## src/rtl/data_mem_controller.sv

```systemverilog
// Multi-cycle data-memory controller: 32-bit word accesses as two big-endian halfword phases on a 16-bit SRAM port.
// Latency: 2*WAIT_CYCLES+3 cycles in range, 1 cycle out of range; ready held low while an access is in flight.
module data_mem_controller #(
    parameter int ADDRESS_LEN = 32,
    parameter int MEM_BASE    = 1024,
    parameter int MEM_SIZE    = 4096,
    parameter int WAIT_CYCLES = 2
) (
    input  logic                   clk,
    input  logic                   rst,
    input  logic                   mem_r_en,
    input  logic                   mem_w_en,
    input  logic [ADDRESS_LEN-1:0] address,
    input  logic [ADDRESS_LEN-1:0] write_data,
    output logic [ADDRESS_LEN-1:0] read_data,
    output logic                   ready,
    output logic                   range_err,
    output logic [ADDRESS_LEN-1:0] sram_addr,
    output logic [15:0]            sram_wdata,
    input  logic [15:0]            sram_rdata,
    output logic                   sram_we,
    output logic                   sram_oe
);

    typedef enum logic [1:0] {IDLE, HI, LO, DONE} state_t;

    localparam logic [ADDRESS_LEN-1:0] BASE      = ADDRESS_LEN'(MEM_BASE);
    localparam logic [ADDRESS_LEN-1:0] LIMIT     = ADDRESS_LEN'(MEM_BASE + MEM_SIZE);
    localparam logic [3:0]             WAIT_LAST = 4'(WAIT_CYCLES);

    state_t                   state, state_nxt;
    logic                     request;
    logic                     in_range;
    logic                     phase_last;
    logic [ADDRESS_LEN-1:0]   aligned;
    logic [ADDRESS_LEN-1:0]   offset;
    logic [ADDRESS_LEN-1:0]   offset_q;
    logic [15:0]              wdata_lo_q;
    logic                     store_q;
    logic [3:0]               wait_cnt;
    logic                     unused_byte_sel;

    assign request         = mem_r_en | mem_w_en;
    assign aligned         = {address[ADDRESS_LEN-1:2], 2'b00};
    assign offset          = aligned - BASE;
    assign in_range        = (aligned >= BASE) && (aligned < LIMIT);
    assign phase_last      = (wait_cnt == WAIT_LAST);
    assign unused_byte_sel = ^address[1:0];

    assign ready = ~rst & (((state == IDLE) & ~request) | (state == DONE));

    always_ff @(posedge clk) begin
        if (rst) state <= IDLE;
        else     state <= state_nxt;
    end

    always_comb begin
        state_nxt = state;
        case (state)
            IDLE:    if (request) state_nxt = in_range ? HI : DONE;
            HI:      if (phase_last) state_nxt = LO;
            LO:      if (phase_last) state_nxt = DONE;
            DONE:    state_nxt = IDLE;
            default: state_nxt = IDLE;
        endcase
    end

    // SRAM address/data/strobes are registered so they stay stable for the whole phase.
    always_ff @(posedge clk) begin
        if (rst) begin
            read_data  <= '0;
            range_err  <= 1'b0;
            sram_addr  <= '0;
            sram_wdata <= '0;
            sram_we    <= 1'b0;
            sram_oe    <= 1'b0;
            offset_q   <= '0;
            wdata_lo_q <= '0;
            store_q    <= 1'b0;
            wait_cnt   <= '0;
        end else begin
            range_err <= 1'b0;
            case (state)
                IDLE: begin
                    if (request) begin
                        if (in_range) begin
                            offset_q   <= offset;
                            store_q    <= mem_w_en;
                            wdata_lo_q <= write_data[15:0];
                            wait_cnt   <= '0;
                            sram_addr  <= offset;
                            sram_wdata <= write_data[ADDRESS_LEN-1 -: 16];
                            sram_we    <= mem_w_en;
                            sram_oe    <= ~mem_w_en;
                        end else begin
                            range_err <= 1'b1;
                            read_data <= '0;
                        end
                    end
                end
                HI: begin
                    if (phase_last) begin
                        if (!store_q) read_data[ADDRESS_LEN-1 -: 16] <= sram_rdata;
                        wait_cnt   <= '0;
                        sram_addr  <= offset_q + ADDRESS_LEN'(2);
                        sram_wdata <= wdata_lo_q;
                    end else begin
                        wait_cnt <= wait_cnt + 4'd1;
                    end
                end
                LO: begin
                    if (phase_last) begin
                        if (!store_q) read_data[15:0] <= sram_rdata;
                        wait_cnt <= '0;
                        sram_we  <= 1'b0;
                        sram_oe  <= 1'b0;
                    end else begin
                        wait_cnt <= wait_cnt + 4'd1;
                    end
                end
                default: ;
            endcase
        end
    end

endmodule
```

## config.mk

```make
export PLATFORM = sky130hd
export DESIGN_NAME = data_mem_controller
export DESIGN_NICKNAME = d
export VERILOG_FILES = /design/src/rtl/data_mem_controller.sv
export SDC_FILE = /design/constraint.sdc
export NUM_CORES = 1
export LEC_CHECK = 0
export CORE_ASPECT_RATIO = 0.75
export CORE_MARGIN = 3
export CORE_UTILIZATION = 44
export DETAILED_ROUTE_END_ITERATION = 6
export DONT_BUFFER_PORTS = 1
export PLACE_DENSITY_LB_ADDON = 0.25
export SLEW_MARGIN = 20
export SYNTH_ARGS = -nofsm -noshare
export SYNTH_HDL_FRONTEND = slang
export SYNTH_SLANG_ARGS = --single-unit
export TNS_END_PERCENT = 20
```

## constraint.sdc

```tcl
create_clock -name clk -period 3.1 [get_ports clk]
set_clock_uncertainty 0.1 [all_clocks]
set_input_delay 0.31 -clock clk [delete_from_list [all_inputs] [get_ports clk]]
set_output_delay 0.31 -clock clk [all_outputs]
set_load 0.02 [all_outputs]
```

==> After elaboration in Yosys (flattened, before gate mapping) <==
Index checks and enable logic that the tools add are counted.
{ "totals": {"input_bits": 84, "out_inout_bits": 84, "reg_bits": 138, "wordCells": 81} }
{ "classes": {"n_eq_ne": 11, "n_reduce_logical": 14, "n_addsub": 3, "bitwise_logic": 8, "muxes": 31, "n_lt_le_gt_ge": 2} }
{ "op_table": {"columns": ["cell", "n"], "rows": [
  ["2-to-1 mux 32 bit", 5],
  ["case mux 16 bit (2 select lines)", 3],
  ["2-to-1 mux 16 bit", 5],
  ["case mux 32 bit (2 select lines)", 1],
  ["adder 32 x 2 -> 32 bit (second input constant)", 1],
  [">= comparator 32 x 11 -> 1 bit (second input constant)", 1],
  ["less-than comparator 32 x 13 -> 1 bit (second input constant)", 1],
  ["subtractor 32 x 11 -> 32 bit (second input constant)", 1],
  ["inequality test 2 bit (second input constant)", 7],
  ["2-to-1 mux 4 bit", 3],
  ["AND reduction 5 bit", 2],
  ["AND reduction 3 bit", 3],
  ["2-to-1 mux 2 bit", 4],
  ["case mux 2 bit (4 select lines)", 1],
  ["case mux 4 bit (2 select lines)", 1],
  ["AND reduction 4 bit", 2],
  ["2-to-1 mux 1 bit", 6],
  ["nonzero test 2 bit", 3],
  ["adder 4 x 1 -> 4 bit (second input constant)", 1],
  ["== test 2 bit (second input constant)", 2],
  ["== test 4 x 2 -> 1 bit (second input constant)", 1],
  ["inverter 1 bit", 4],
  ["case mux 1 bit (2 select lines)", 2],
  ["OR reduction 3 bit", 1],
  ["6 further kinds", 8]
]} }

==> Depth between registers and ports, before layout <==
Gate-level depths: netlist of run 1.
{ "logic_depth": {"ltp_word": 5, "ltp_mapped": 11, "depth_no_buf": 8} }

==> Worst setup path before layout of run 1 <==
Ideal clock, no wire load.
{ "synth_path": {"path_kind": "input-to-reg", "from": "in address[28]", "to": "reg read_data[19]", "setup_time_ns": 0.122, "path_buffers": 2, "required_ns": 2.878, "stages": 8, "setup_slack_ns": 0.769, "arrival_ns": 2.109, "path_cell_list": "or4_4 -> nand4b_4 -> a211oi_4 -> or2_1 -> buf_6 -> nor4_2 -> buf_6 -> a221o_1"} }
{ "synth_between": {"elab_chain_cells": 4, "word_cells_on_any_way": 5, "classes_between": "order compare (2); eq/ne (1); reduce/logical (2)"} }
{ "synth_rtl": {"columns": ["element", "line_no", "rtl"], "rows": [
  ["start: declaration", "13", "input logic [ADDRESS_LEN-1:0] address,"],
  [">= comparator 32 x 11 -> 1 bit or less-than comparator 32 x 13 -> 1 bit (tied branches)", "46", "assign in_range = (aligned >= BASE) && (aligned < LIMIT);"],
  ["logical AND 1 bit (*)", "46", null],
  ["inequality test 2 bit (no line) (*)", null, null],
  ["AND reduction 5 bit (no line) (*)", null, null],
  ["end signal: indexed assignment", "103", "if (!store_q) read_data[ADDRESS_LEN-1 -: 16] <= sram_rdata;"],
  ["end: declaration", "15", "output logic [ADDRESS_LEN-1:0] read_data,"]
]} }
Every way passes the cells marked *; elsewhere a longest branch is shown, timed or not.
A chain may end at the register's enable or synchronous reset.

==> Final worst setup path of run 1 <==
{ "layout_path": {"from": "reg wait_cnt[0]", "to": "reg read_data[5]"} }
{ "layout_between": {"elab_chain_cells": 3} }
{ "layout_rtl": {"columns": ["element", "line_no", "rtl"], "rows": [
  ["start: declaration", "40", "logic [3:0] wait_cnt;"],
  ["start signal: assignment", "108", "wait_cnt <= wait_cnt + 4'd1;"],
  ["start signal: assignment", "118", "wait_cnt <= wait_cnt + 4'd1;"],
  ["== test 4 x 2 -> 1 bit", "47", "assign phase_last = (wait_cnt == WAIT_LAST);"],
  ["inequality test 2 bit (no line)", null, null],
  ["AND reduction 5 bit (no line)", null, null],
  ["end signal: indexed assignment", "103", null],
  ["end signal: assignment", "113", "if (!store_q) read_data[15:0] <= sram_rdata;"]
]} }
Every way passes these cells.

==> flow_metrics.py, run 1 <==
metrics = {
    "route": {
        "routed_wirelength_um": 18760,
        "num_vias": 5850,
        "routed_via_density": 6.106,
        "antenna_left": 0,
        "post_drt_wl_per_cell_um": 19.58,
        "first_iter_violations": 406,
        "drc_errors": 0,
        "dr.pass1.iters": 5,
    },
    "global_routing": {
        "grtUsageMet1": 0.3031,
        "gr-usage-all-layers": 0.2271,
        "grt_pass1_vias": 5483,
        "gr-total-overflow": 0,
        "met2_usage": 0.3541,
        "grt_use_met3": 0.06743,
        "antenna_found_initial": 0,
        "grt_max_degree": 81,
        "busiest_layer": "met2",
        "grt_pass1_wl_um": 29300,
    },
    "sta": {
        "setup_violations": 0,
        "hold_viol": 0,
        "grt_setup_unrepaired": "no",
        "max_freq_mhz": 362.6,
        "timing.slew.headroom": 0.2503,
        "period_share": 0.8897,
        "holdWs_ns": 0.02347,
        "tightest_slew_ns": 1.123,
        "fin_setup_tns_ns": 0,
        "layout_setup_ws_ns": 0.3419,
        "maxSlewViolCount": 0,
        "fin_crit_ns": 2.758,
    },
    "clock_tree": {
        "cts.sinks": 135,
        "cts_root_buffer": "clkbuf_16",
        "clk_pin_slew_worst_paths_ns": 0.06,
        "htreeDepth": 4,
        "cts-buffers-inserted": 17,
        "cts_setup_buffers": 0,
        "cts_tree": "done",
        "clockBufferDepth": 2,
        "clk_latency_ns": 0.41,
    },
    "synth": {
        "ys_ff_latch": 135,
        "synthTopCellsByArea": "dfxtp_1, a21oi_1, a221o_1",
        "synth.distinct_cells": 59,
        "syn_nets": 819,
        "synthFlopType": "dfxtp_1",
        "synth_top_area_share": 0.4239,
        "synth_edf_count": 0,
        "synth_area_sq_um": 6375,
        "synth.avg_cell_area_sq_um": 8.769,
        "async_flop_share": 0,
        "ys_seq_area_frac": 0.4239,
        "synth_top_area_cell": "dfxtp_1",
        "syn_inst": 727,
        "yosys_warnings": 0,
    },
    "worst_setup_path": {
        "startpoint_type": "flip-flop",
        "crit_path_top_delay_cell": "or4b_1",
        "reg2regPathDepth": 8,
        "critPathTopFamily": "simple AND/OR/NAND/NOR gates",
        "cpMostUsedCell": "nor2_1",
        "path_depth": 8,
        "path_max_fanout": 16,
        "crit_required_ns": 3.36,
        "crit_type": "reg2reg",
        "max_stage_delay_ns": 0.64,
        "crit_path_end_kind": "flip-flop",
        "cp_num_buf_inv": 1,
        "path_cells": "inv_1 > ha_1 > or4b_1 > nor2_1 > and2_1 > a22oi_1 > nor2_1 > a221o_1",
        "cp.arrival_ns": 3.02,
    },
    "power": {
        "power.total_mw": 5.632,
        "p_per_area_nw_per_um2": 742.2,
        "leakagePower_nw": 2.567,
        "peakVddDrop_mv": 0.3823,
    },
    "placed_design": {
        "io_buffers": 0,
        "gp_congestion": 0.9166,
        "placed_area_sq_um": 6511,
        "preCtsSetupSlack_ns": 0.1238,
        "dp.cells": 881,
        "place_hpwl_um": 11940,
    },
    "hold_path": {
        "whs_path_depth": 3,
        "min_path_type": "in2reg",
    },
    "floorplan": {
        "core-area_sq_um": 13930,
        "dieArea_sq_um": 15980,
        "die-height_um": 110.2,
        "top_level_ports": 168,
        "core.rowCount": 37,
        "start_util": 0.4575,
        "die_width_um": 145.0,
    },
    "finish": {
        "final_core_util": 0.5445,
        "fin_area_sq_um": 7587,
        "stdcell_count": 958,
        "syn_to_final_growth_pct": 19.02,
        "layout.nets": 842,
        "drive_gt1_frac": 0.09043,
        "final_common_cell": "dfxtp_1",
        "layout_common_cells": "dfxtp_1, a21oi_1, nand2_1",
        "diodes": 0,
    },
    "run": {
        "maxCapViolCount": 0,
    },
    "outcome": {
        "status": "completed",
    },
}
## metal layers
metal	wire length, um	part of all wire
met3	1517	0.081
met1	8423	0.45
met4	269	0.014
met5	0	0
met2	8548	0.46
## logic make-up (layout without fill, tap and decap cells)
logic type	after synthesis	count (layout)	share of synthesized area
compound gates	255	255	0.2738
xor+xnor	14	14	0.01923
fa+ha+maj	8	8	0.01570
buf+inv	73	109	0.05162
flops	135	135	0.4239
mux	28	28	0.04396
other cells	1	1	0.0005882
simple gates	213	213	0.1712
## final timing paths
path | start | to | slack (ns)
hold / removal | mem_r_en | store_q$_SDFFE_PP0P_ | 0.02
setup / recovery | wait_cnt[0]$_SDFFE_PP0P_ | read_data[5]$_SDFFE_PP0P_ | 0.34
hold reg to reg | wdata_lo_q[8]$_SDFFE_PP0P_ | wdata_lo_q[8]$_SDFFE_PP0P_ | 0.35
setup reg to reg | wait_cnt[0]$_SDFFE_PP0P_ | read_data[5]$_SDFFE_PP0P_ | 0.34
## where the power goes
part	leakage, nW	switching (mW)	internal [mW]
clock network	0.282	0.783	1.23
registers	1.09	0.329	1.91
logic	1.19	0.888	0.485
## synthesized netlist by cell type, types with 2 or more instances
cell type	instances
a311oi_1	3
a211o_1	2
nand3_1	13
o31ai_1	3
or4_1	5
mux2i_1	28
o21a_1	15
buf_1	2
buf_2	17
nor2b_1	3
a21boi_0	6
or3_1	3
a22oi_1	32
nand4_1	6
buf_6	3
nand2_1	74
nand2b_1	17
o2111ai_1	10
xor2_1	9
inv_1	13
ha_1	8
buf_4	3
a221o_1	29
nor4_1	4
clkbuf_1	35
dfxtp_1	135
xnor2_1	5
nand4b_1	5
and2_1	3
o21ai_0	37
a211oi_1	27
nor4b_1	2
nor2_1	57
nor3_1	7
a21oi_1	78
or3b_2	2
a31oi_1	4
## final cells by class
class | count | area, sq um
clock buffers | 19 | 452.9
clock inverters | 13 | 143.9
flip-flops and latches | 135 | 2703
multi-input cells | 519 | 3372
well taps | 195 | 244.0
inverters | 13 | 48.80
fillers | 1240 | 6347
repair buffers | 64 | 623.1
## worst reg2reg max path: cells and delay by family, from the launching register on
family	cells	cell delay, ns
buffers and inverters	1	0.09
AO/OA/AOI/OAI	2	0.27
flip-flops	1	0.34
adder cells (fa/ha/maj)	1	0.17
AND/OR/NAND/NOR	4	1.73
## flip-flops by register name (all words and copies together) (netlist names), 2 cells and up
| name | count |
|---|---|
| state | 2 |
| sram_wdata | 16 |
| wdata_lo_q | 16 |
| wait_cnt | 4 |
| offset_q | 30 |
| read_data | 32 |
| sram_addr | 31 |
## timing repair
| action | in CTS | in global routing |
|---|---|---|
| gates resized for setup | 0 | 1 |
| endpoints found under the hold margin | 107 | 0 |
| endpoints found under the setup margin | 0 | 1 |
| hold buffers | 45 | 0 |
No activity file was read; power rests on OpenSTA's default activity.
==> run 2, diff against run 1 <==
--- a/config.mk
+++ b/config.mk
@@ -7,7 +7,7 @@
 export LEC_CHECK = 0
 export CORE_ASPECT_RATIO = 0.75
 export CORE_MARGIN = 3
-export CORE_UTILIZATION = 44
+export CORE_UTILIZATION = 25
 export DETAILED_ROUTE_END_ITERATION = 6
 export DONT_BUFFER_PORTS = 1
 export PLACE_DENSITY_LB_ADDON = 0.25
==> constraint.sdc (replaced) <==
create_clock -name clk -period 3.1 [get_ports clk]
set_clock_uncertainty 0.1 [all_clocks]
set_input_delay 0.31 -clock clk [delete_from_list [all_inputs] [get_ports clk]]
set_output_delay 0.31 -clock clk [all_outputs]
set_load 0.01 [all_outputs]
==> run 2 against run 1 <==
Largest cell class unchanged; via count decreased by 2.7%; final cell count increased by 16%; clock-buffer cell count increased by 1; global-route usage decreased by 7.5 points; die area increased by 72%; maximum frequency increased by 0.61%; sequential power decreased by 5%; wire length increased by 14%; clock power increased by 5%; core utilization decreased by 22 points; combinational power increased by 8%.
==> flow_metrics.py, run 2 (synthesis gave the netlist of run 1 again) <==
metrics = {
    "worst_setup_path": {
        "r2r_end": "wdata_lo_q[2]$_SDFFE_PP0P_",
        "r2r_start": "state[0]$_SDFFE_PP0P_",
        "r2r_slack_ns": 0.36,
        "startpoint_type": "flip-flop",
        "cp.arrival_ns": 2.95,
        "crit_type": "reg2reg",
        "reg2regPathDepth": 8,
        "crit_required_ns": 3.30,
        "crit_path_end_kind": "flip-flop",
        "path_max_fanout": 8,
    },
    "sta": {
        "setup_violations": 0,
        "maxSlewViolCount": 0,
        "grt_setup_unrepaired": "no",
        "tightest_slew_ns": 0.7770,
        "period_share": 0.8843,
        "max_freq_mhz": 364.8,
        "hold_viol": 0,
        "timing.slew.headroom": 0.4820,
        "fin_crit_ns": 2.741,
        "fin_setup_tns_ns": 0,
    },
    "finish": {
        "multi_input_area_sq_um": 3362,
        "diodes": 0,
        "drive_gt1_frac": 0.09149,
        "layout.nets": 855,
        "syn_to_final_growth_pct": 23.89,
        "seqCellArea_sq_um": 2703,
        "layout_common_cells": "dfxtp_1, a21oi_1, nand2_1",
        "largest_register_ffs": 32,
        "num-fill-cells": 2581,
        "top_regs": "read_data (32), sram_addr (31), offset_q (30)",
        "final_common_cell": "dfxtp_1",
        "regMostFlops": "read_data",
        "final_core_util": 0.3220,
    },
    "route": {
        "routed_wirelength_um": 21330,
        "antenna_left": 0,
        "drc_errors": 0,
        "dr.pass1.iters": 5,
        "routed-wl-met2_um": 8895,
        "highest_layer": "met4",
        "wl_met1_um": 10580,
        "first_iter_violations": 390,
        "routed_via_density": 5.140,
        "post_drt_wl_per_cell_um": 19.27,
        "num_vias": 5690,
        "wl_met3_um": 1611,
    },
    "placed_design": {
        "io_buffers": 0,
        "place_hpwl_um": 13120,
        "gp_congestion": 0.7951,
    },
    "global_routing": {
        "grt_pass1_wl_um": 32340,
        "antenna_found_initial": 1,
        "grt_pass1_vias": 5342,
        "gr-usage-all-layers": 0.1522,
        "gr-total-overflow": 0,
        "grt_max_degree": 113,
    },
    "floorplan": {
        "core-area_sq_um": 24520,
        "dieArea_sq_um": 27470,
        "start_util": 0.2599,
        "top_level_ports": 168,
        "die_width_um": 190.4,
        "core.rowCount": 49,
        "die-height_um": 144.3,
    },
    "clock_tree": {
        "clockBufferDepth": 2,
        "cts_resized": 0,
        "cts_root_buffer": "clkbuf_16",
        "htreeDepth": 4,
        "cts_tree": "done",
        "clk_pin_slew_worst_paths_ns": 0.06,
        "cts.sinks": 135,
        "clk_latency_ns": 0.42,
        "cts-buffers-inserted": 17,
    },
    "power": {
        "p_per_area_nw_per_um2": 724.5,
        "leakagePower_nw": 2.640,
        "peakVddDrop_mv": 0.4017,
    },
    "hold_path": {
        "whs_path_depth": 2,
        "min_to": "sram_addr[8]$_SDFFE_PP0P_",
        "min_path_type": "in2reg",
        "holdCritStartpoint": "address[8]",
    },
    "outcome": {
        "status": "completed",
    },
    "run": {
        "maxCapViolCount": 0,
    },
}
==> run 2: cell count changes in the layout (fill, tap and decap cells not counted), sizes merged <==
cell	before	now
dlygate4sd3	44	53
clkbuf	19	20
clkinvlp	4	3
clkinv	4	5
inv	16	14
bufinv	2	3
buf	20	24
==> run 2: cell type report <==
cell class / count / share of cell area
Multi-Input combinational cell: 519 / 0.4257
Sequential cell: 135 / 0.3422
Timing Repair Buffer: 77 / 0.09664
Clock buffer: 20 / 0.05783
Tap cell: 331 / 0.05244
Clock inverter: 12 / 0.01901
Inverter: 13 / 0.006179
==> run 2: power by group <==
part / total (mW) / internal, mW / switching (mW)
clock network: 2.12 / 1.31 / 0.810
registers: 2.13 / 1.91 / 0.215
logic: 1.48 / 0.523 / 0.955
==> run 2: metrics by stage <==
stage	power [mW]	cells	cell area (sq um)	worst slack [ns]	hold WS, ns
floorplan	3.097	727	6375	0.7691	0.3056
global placement	3.525	1020	6705	0.4476	0.2973
detailed placement	3.554	1021	6733	0.4787	0.2985
CTS	5.798	1107	7898	0.3245	0.00005029
global route	6.031	1107	7898	0.1461	0.01880
finish	5.721	1107	7898	0.3586	0.03064
==> run 2: how the worst max path moves through the flow <==
stage,from,end,slack [ns],depth (start not counted)
floorplan,address[28],read_data[19]$_SDFFE_PP0P_,0.77,8
global placement,address[21],sram_addr[17]$_SDFFE_PP0P_,0.45,6
detailed placement,address[21],offset_q[5]$_SDFFE_PP0P_,0.48,7
CTS,state[0]$_SDFFE_PP0P_,wdata_lo_q[2]$_SDFFE_PP0P_,0.32,8
global route,state[1]$_SDFFE_PP0P_,wdata_lo_q[2]$_SDFFE_PP0P_,0.15,8
finish,state[0]$_SDFFE_PP0P_,wdata_lo_q[2]$_SDFFE_PP0P_,0.36,8
==> run 2: critical path, cell delays in order (launching register included) <==
cell	delay (ns)
dfxtp_1	0.33
inv_1	0.10
ha_1	0.36
nor3b_4	0.37
nand2_1	0.35
buf_4	0.30
nand2_1	0.07
a21oi_1	0.05
dlygate4sd3_1	0.58
==> run 2: repair_timing <==
action	4_1_cts	5_1_grt
setup buffers	0	0
endpoints found under the hold margin	111	0
hold buffers	54	0
==> run 2: layer usage <==
layer	vias up	track usage
li1	2752	-
met1	2740	0.2226
met2	183	0.2122
met3	15	0.05185
met4	0	0.03937
met5	-	0
